--- config.mk ---
export PLATFORM = sky130hd
export DESIGN_NAME = two_ops_acc
export DESIGN_NICKNAME = d
export VERILOG_FILES = /design/src/rtl/two_ops_acc_pkg.sv /design/src/rtl/two_ops_acc_add_cout.sv /design/src/rtl/two_ops_acc.sv
export SDC_FILE = /design/constraint.sdc
export NUM_CORES = 1
export LEC_CHECK = 0
export CAP_MARGIN = 20
export CELL_PAD_IN_SITES_DETAIL_PLACEMENT = 0
export CELL_PAD_IN_SITES_GLOBAL_PLACEMENT = 1
export CORE_MARGIN = 4
export CORE_UTILIZATION = 35
export CTS_BUF_LIST = sky130_fd_sc_hd__clkbuf_16
export DETAILED_ROUTE_END_ITERATION = 16
export GPL_TIMING_DRIVEN = 1
export PLACE_DENSITY_LB_ADDON = 0.1
export SKIP_LAST_GASP = 1
export SLEW_MARGIN = 30
export SYNTH_ARGS = -nofsm -noshare
export SYNTH_HDL_FRONTEND = slang
export SYNTH_SLANG_ARGS = --single-unit
--- constraint.sdc ---
create_clock -name CLK -period 2 [get_ports CLK]
set_input_delay 0.4 -clock CLK [delete_from_list [all_inputs] [get_ports CLK]]
set_output_delay 0.4 -clock CLK [all_outputs]
set_load 0.02 [all_outputs]
--- src/rtl/two_ops_acc_pkg.sv ---
// Shared types and default sizing for the two_ops_acc window accumulator.
package two_ops_acc_pkg;

    localparam int unsigned DefaultWidth = 8;
    localparam int unsigned DefaultNsamp = 4;

    typedef enum logic {
        Accum = 1'b0,
        Hold  = 1'b1
    } acc_state_e;

endpackage

--- src/rtl/two_ops_acc_add_cout.sv ---
// WIDTH-bit adder exposing the carry-out used for the sticky overflow flag.
module add_cout #(
    parameter int unsigned WIDTH = 8
) (
    input  logic [WIDTH-1:0] a,
    input  logic [WIDTH-1:0] b,
    output logic [WIDTH-1:0] sum,
    output logic             cout
);

    assign {cout, sum} = {1'b0, a} + {1'b0, b};

endmodule

--- src/rtl/two_ops_acc.sv ---
// Accumulates NSAMP accepted samples into a modulo-2^WIDTH sum with a sticky carry flag,
// then holds the result until the downstream handshake.
module two_ops_acc
    import two_ops_acc_pkg::*;
#(
    parameter int unsigned WIDTH = DefaultWidth,
    parameter int unsigned NSAMP = DefaultNsamp
) (
    input  logic             CLK,
    input  logic             ASYNCRESETN,
    input  logic [WIDTH-1:0] I,
    input  logic             I_VALID,
    output logic             I_READY,
    input  logic             CLR,
    output logic [WIDTH-1:0] O,
    output logic             OVF,
    output logic             O_VALID,
    input  logic             O_READY,
    output logic [7:0]       CNT
);

    localparam logic [7:0] LastCnt = 8'(NSAMP - 1);

    acc_state_e       state_q, state_d;
    logic [WIDTH-1:0] acc_q, acc_d;
    logic             ovf_q, ovf_d;
    logic [7:0]       cnt_q, cnt_d;
    logic [WIDTH-1:0] sum;
    logic             carry;

    add_cout #(
        .WIDTH(WIDTH)
    ) u_add (
        .a   (acc_q),
        .b   (I),
        .sum (sum),
        .cout(carry)
    );

    // Handshake flags are decoded from state and CLR only, never from the valid/ready inputs.
    assign I_READY = (state_q == Accum) && !CLR;
    assign O_VALID = (state_q == Hold);
    assign O       = acc_q;
    assign OVF     = ovf_q;
    assign CNT     = cnt_q;

    always_comb begin
        state_d = state_q;
        acc_d   = acc_q;
        ovf_d   = ovf_q;
        cnt_d   = cnt_q;
        if (CLR) begin
            state_d = Accum;
            acc_d   = '0;
            ovf_d   = 1'b0;
            cnt_d   = '0;
        end else begin
            unique case (state_q)
                Accum: begin
                    if (I_VALID) begin
                        acc_d = sum;
                        ovf_d = ovf_q | carry;
                        cnt_d = cnt_q + 8'd1;
                        if (cnt_q == LastCnt) begin
                            state_d = Hold;
                        end
                    end
                end
                Hold: begin
                    if (O_READY) begin
                        state_d = Accum;
                        acc_d   = '0;
                        ovf_d   = 1'b0;
                        cnt_d   = '0;
                    end
                end
                default: state_d = Accum;
            endcase
        end
    end

    always_ff @(posedge CLK or negedge ASYNCRESETN) begin
        if (!ASYNCRESETN) begin
            state_q <= Accum;
            acc_q   <= '0;
            ovf_q   <= 1'b0;
            cnt_q   <= '0;
        end else begin
            state_q <= state_d;
            acc_q   <= acc_d;
            ovf_q   <= ovf_d;
            cnt_q   <= cnt_d;
        end
    end

endmodule

---- Word level (Yosys, flattened, before mapping) ----
Cells that the tools add are included.
storage, ports and cells
  output and inout port bits .............. 19
  bits in registers ....................... 18
  bits of input ports ..................... 13
  logic and storage cells ................. 30
operators by class
  eq/ne operators ......................... 3
  bitwise logic cells ..................... 2
  add/subtract/negate cells ............... 2
  reduce and logical (&&, ||, !) cells .... 3
  mux-type cells .......................... 16
operators by type and width
  operator             count
  $mux 8               5
  $pmux 8 s2           2
  $add 8x8->9          1
  $add 8x1->8 const B  1
  $eq 8x2->1 const B   1
  $mux 1               7
  $ne 3x3->1 const B   2
  $pmux 1 s2           2
  $reduce_and 2->1     1
  $logic_and 1x1->1    1
  $logic_not 1->1      1
  $not 1->1            1
  $or 1x1->1           1

---- Depth between registers and ports, before layout ----
Gate-level depths: netlist of run 1.
  word-level depth ........................ 5
  gate-level depth with buffers ........... 6

---- Cells and area by module ----
A second synthesis of run 1 with hierarchy kept.
unflattened totals
  cell total of the unflattened synthesis .. 123
  area total of the unflattened synthesis .. 1197.4 um2
modules (own cells, without submodules)
  module       times used  area an instance (um2)  cells each
  two_ops_acc  1           873.3                   81
  add_cout     1           324.1                   42

---- Worst setup path after synthesis of run 1 ----
Ideal clock, no wire load.
  kind .................................... flip-flop to flip-flop
  start ................................... reg acc_q[0], in the netlist O[0]
  end ..................................... reg ovf_q, in the netlist OVF
  required time ........................... 1876 ps
  period minus slack after synthesis ...... 1792 ps
  slack ................................... 208 ps
  stages on the path, launching flop included .. 7
  data arrival time ....................... 1668 ps
  cells stage by stage .................... dfrtp_1 ha_1 fa_1 a21oi_1 o2111ai_1 a31oi_1 nor3_1
between the ends
  longest elaborated chain between the ends .. 5
ends and longest elaborated chain
  element                   RTL line                    text
  start: declaration        two_ops_acc.sv:25           logic [WIDTH-1:0] acc_q, acc_d;
  start signal: assignment  two_ops_acc.sv:85           acc_q <= '0;
  start signal: assignment  two_ops_acc.sv:90           acc_q <= acc_d;
  $add 8x8->9               two_ops_acc_add_cout.sv:11  assign {cout, sum} = {1'b0, a} + {1'b0, b};
  $or 1x1->1                two_ops_acc.sv:62           ovf_d = ovf_q | carry;
  $mux 1                    two_ops_acc.sv:60           if (I_VALID) begin
  $pmux 1 s2                two_ops_acc.sv:58           unique case (state_q)
  $mux 1                    two_ops_acc.sv:52           if (CLR) begin
  end signal: assignment    two_ops_acc.sv:91           ovf_q <= ovf_d;
  end: declaration          two_ops_acc.sv:26           logic ovf_q, ovf_d;
No other way between the ends. The select of a mux whose other input is x is not followed.
A chain may end at the register's enable or synchronous reset.

---- Worst setup path in the final report of run 1 ----
  start ................................... in I[0]
  end ..................................... reg acc_q[6], in the netlist O[6]
between the ends
  longest elaborated chain between the ends .. 4
ends and longest elaborated chain
  element             RTL line                    text
  start: declaration  two_ops_acc.sv:11           input logic [WIDTH-1:0] I,
  $add 8x8->9         two_ops_acc_add_cout.sv:11
  $mux 8              two_ops_acc.sv:60
  $pmux 8 s2          two_ops_acc.sv:58
  $mux 8              two_ops_acc.sv:52
No other way between the ends. The select of a mux whose other input is x is not followed.

==> qor.csv, run 1 <==
stage,metric,value,unit
status,status,"finished, final reports clean",
sta,fmax,530,MHz
logic_synthesis,synth-warning-count,0,
die,start_util,37.1,%
sta,final_max_slew_viol_count,0,
grt,pin_count_of_the_biggest_net_entering_global_routing,19,
cts,number_of_buffers_created_by_cts,3,
sta,worst_clock_skew,0.00292,ns
logic_synthesis,yosysUniqueCellTypes,37,
placement,dp.final_hpwl,2220,um
sta,hold_viol_final,0,
die,boundaryPins,32,
sta,grt_setup_unrepaired,false,
setup_path,worstSetupPathType,input pin to flop,
setup_path,worst_ep_arrival_time,2.05,ns
logic_synthesis,ys_seq_elements,18,
cts,clock-sinks,18,
routing,remaining_drc_errors,0,
power,comb_power_share,36.4,%
die,num_rows,20,
sta,period_minus_slack,1.89,ns
layout,area_taken_by_multi_input_logic_gates,691,um^2
power,peakVddDrop,0.457,mV
routing,average_wire_length_per_cell_after_detail_routing,13.9,um
logic_synthesis,synth.yosys.seq_area_share,39.1,%
logic_synthesis,synth-edff-count,0,
layout,fin_cells,212,
layout,area_added_between_synthesis_and_finish,51.0,%
power,internal_power,0.912,mW
placement,gp_routability_congestion,0.746,
layout,layout-drive-gt1-share,17.3,%
layout,finalInstanceArea,1740,um^2
die,die_x,65.4,um
routing,postRouteAntennaNets,0,
logic_synthesis,synth_area_leader_cell,sky130_fd_sc_hd__dfrtp_1,
routing,drt-total-wl,2950,um
sta,timing_worst_slew_pin_value,0.398,ns
logic_synthesis,yosysTopAreaCellShare,39.1,%
grt,global_route_wire_length_before_repair,5110,um
layout,n_fill_cell,302,
logic_synthesis,postSynthAreaPerCell,9.67,um^2
power,total_switching_power,0.416,mW
logic_synthesis,netlist_top_cells_area,"sky130_fd_sc_hd__dfrtp_1 39%, sky130_fd_sc_hd__ha_1 9.8%, sky130_fd_sc_hd__xor2_1 5.3%",
power,cellLeakagePower,0.776,nW
cts,clk_transition_reported_paths,0.06,ns
placement,portBuffers,31,
flow_run,drv_cap,0,
min_path,holdCritPathClass,input pin to asynchronous set/reset pin,
cts,post-cts-setup-buffer-count,0,
logic_synthesis,synth_fp_nets,142,
die,chipHeight,65.4,um
logic_synthesis,synth_cells,119,
sta,layout_worst_path_cycle_share,94.3,%
sta,hold_ws,0.487,ns
placement,placedCellCount,208,
placement,dp_worst_setup_slack,-0.266,ns
setup_path,worst_ep_required_time,2.16,ns
logic_synthesis,yosys_most_used_dff,sky130_fd_sc_hd__dfrtp_1,
cts,cts-root-to-sink-buffers,2,
power,p_total,1.33,mW
die,die_area,4270,um^2
setup_path,worstSetupEndpointType,flop,
cts,clock_tree_root_driver_cell,sky130_fd_sc_hd__clkbuf_16,
placement,placedInstanceArea,1630,um^2
logic_synthesis,synth.cells.most_frequent,"18 x sky130_fd_sc_hd__dfrtp_1, 12 x sky130_fd_sc_hd__o21ai_0, 10 x sky130_fd_sc_hd__nand2_1, 9 x sky130_fd_sc_hd__ha_1, 9 x sky130_fd_sc_hd__nor2_1",
grt,first_global_vias,1091,
cts,clk_latency,0.25,ns
routing,vias_per_cell,5.09,
layout,final_core_utilization,56.0,%
sta,final.setup.tns,0,ns
cts,tritoncts,built,
cts,ctsHtreeMaxLevel,1,
setup_path,crit_fanout,3,
layout,insertedDiodeCount,0,
power,clockPowerShare,30.8,%
layout,final_nets,192,
power,power_density,764,nW/um^2
routing,detailedRoute.firstIterationViolations,34,
sta,slew-limit-headroom,73.2,%
logic_synthesis,post-synth-top-count-cell,sky130_fd_sc_hd__dfrtp_1,
logic_synthesis,ys_async_sr_fraction,100,%
logic_synthesis,post_synth_instance_area,1150,um^2
sta,finalWorstSetupSlack,0.114,ns
setup_path,startpoint_type,input pin,
die,design.core.area,3100,um^2
sta,setup_violations,0,
grt,grt_overflow,0,
routing,first_pass_iters,3,
routing,detailroute.via_count,1079,
grt,globalRouteTotalUtil,15.0,%
grt,antenna_found_initial,0,
power,power_frac_seq,32.8,%
power,power.share.switching,31.3,%
layout,seqCellArea,450,um^2
[critical path, cell delays in order]
cell,delay (ns)
sky130_fd_sc_hd__clkdlybuf4s50_1,0.40
sky130_fd_sc_hd__ha_1,0.24
sky130_fd_sc_hd__fa_2,0.36
sky130_fd_sc_hd__a21oi_2,0.16
sky130_fd_sc_hd__o2111ai_2,0.17
sky130_fd_sc_hd__xnor2_1,0.15
sky130_fd_sc_hd__o21ai_0,0.16
[cell usage in the layout, fill, tap and decap left out, types with 2 or more instances in the layout]
cell / n
sky130_fd_sc_hd__a211oi_1: 2
sky130_fd_sc_hd__a22o_1: 3
sky130_fd_sc_hd__buf_4: 18
sky130_fd_sc_hd__clkbuf_16: 3
sky130_fd_sc_hd__clkdlybuf4s50_1: 30
sky130_fd_sc_hd__dfrtp_1: 18
sky130_fd_sc_hd__ha_1: 9
sky130_fd_sc_hd__inv_1: 4
sky130_fd_sc_hd__nand2_1: 10
sky130_fd_sc_hd__nand3_1: 4
sky130_fd_sc_hd__nor2_1: 9
sky130_fd_sc_hd__nor3_1: 3
sky130_fd_sc_hd__nor3b_1: 4
sky130_fd_sc_hd__nor4_1: 2
sky130_fd_sc_hd__o2111ai_1: 2
sky130_fd_sc_hd__o2111ai_2: 2
sky130_fd_sc_hd__o211ai_1: 3
sky130_fd_sc_hd__o21ai_0: 12
sky130_fd_sc_hd__xnor2_1: 2
sky130_fd_sc_hd__xor2_1: 7
[flip-flops by register name, summed over array words and instances, names as in the netlist]
signal   count
CNT          8
O            8
OVF          1
O_VALID      1
[logic make-up (layout without fill, tap and decap cells)]
family,count (synthesis),in the layout,synth area share (%)
AO/OA/AOI/OAI,32,32,19.3
XOR/XNOR,9,9,6.85
adder cells (fa/ha/maj),10,10,11.5
buffers and inverters,8,57,3.04
flip-flops,18,18,39.1
multiplexers,2,2,1.85
AND/OR/NAND/NOR,40,40,18.3
[power groups by stage]
stage	combinational [mW]	clock, mW	sequential, mW
after detailed placement	0.465	0	0.441
final	0.483	0.408	0.436
after global placement	0.460	0	0.441
after global routing	0.530	0.436	0.442
after floorplan	0.208	0	0.481
after CTS	0.477	0.420	0.435
[per-layer routing]
metal,vias to the layer above,GRT usage (%),wire [um]
met1,518,21.2,1480
li1,537,-,-
met3,4,2.05,115
met2,20,23.9,1320
met5,-,0,0
met4,0,3.89,27
[final timing paths]
kind                                   from     end  slack, ns  cells after the start
worst min-delay path            ASYNCRESETN    O[1]       0.49                      2
worst max-delay path                   I[0]    O[6]       0.11                      7
worst max register to register         O[0]    O[6]       0.29                      6
max in group asynchronous       ASYNCRESETN  CNT[2]       1.30                      2
worst min register to register         O[5]    O[5]       0.51                      2
min in group CLK                       O[5]    O[5]       0.51                      2
[final cells by class]
| cell class | count | area share [%] |
|---|---|---|
| Clock buffer | 3 | 4.32 |
| Clock inverter | 1 | 0.216 |
| Inverter | 4 | 0.864 |
| Multi-Input combinational cell | 93 | 39.7 |
| Sequential cell | 18 | 25.9 |
| Tap cell | 44 | 3.17 |
| Timing Repair Buffer | 49 | 25.8 |
[timing repair]
action                     CTS  global route
setup endpoints to repair    2             5
gates cloned                 0             0
gates resized for setup      2             4
hold buffers                 0             0
pin swaps                    0             2
No activity file was read; power rests on OpenSTA's default activity.
==> run 2: changes to the inputs <==
--- a/config.mk
+++ b/config.mk
@@ -14,7 +14,6 @@
 export DETAILED_ROUTE_END_ITERATION = 16
 export GPL_TIMING_DRIVEN = 1
 export PLACE_DENSITY_LB_ADDON = 0.1
-export SKIP_LAST_GASP = 1
 export SLEW_MARGIN = 30
 export SYNTH_ARGS = -nofsm -noshare
 export SYNTH_HDL_FRONTEND = slang
==> results of run 2 <==
Same layout as run 1: the final DEF is identical, and so are final timing and power.
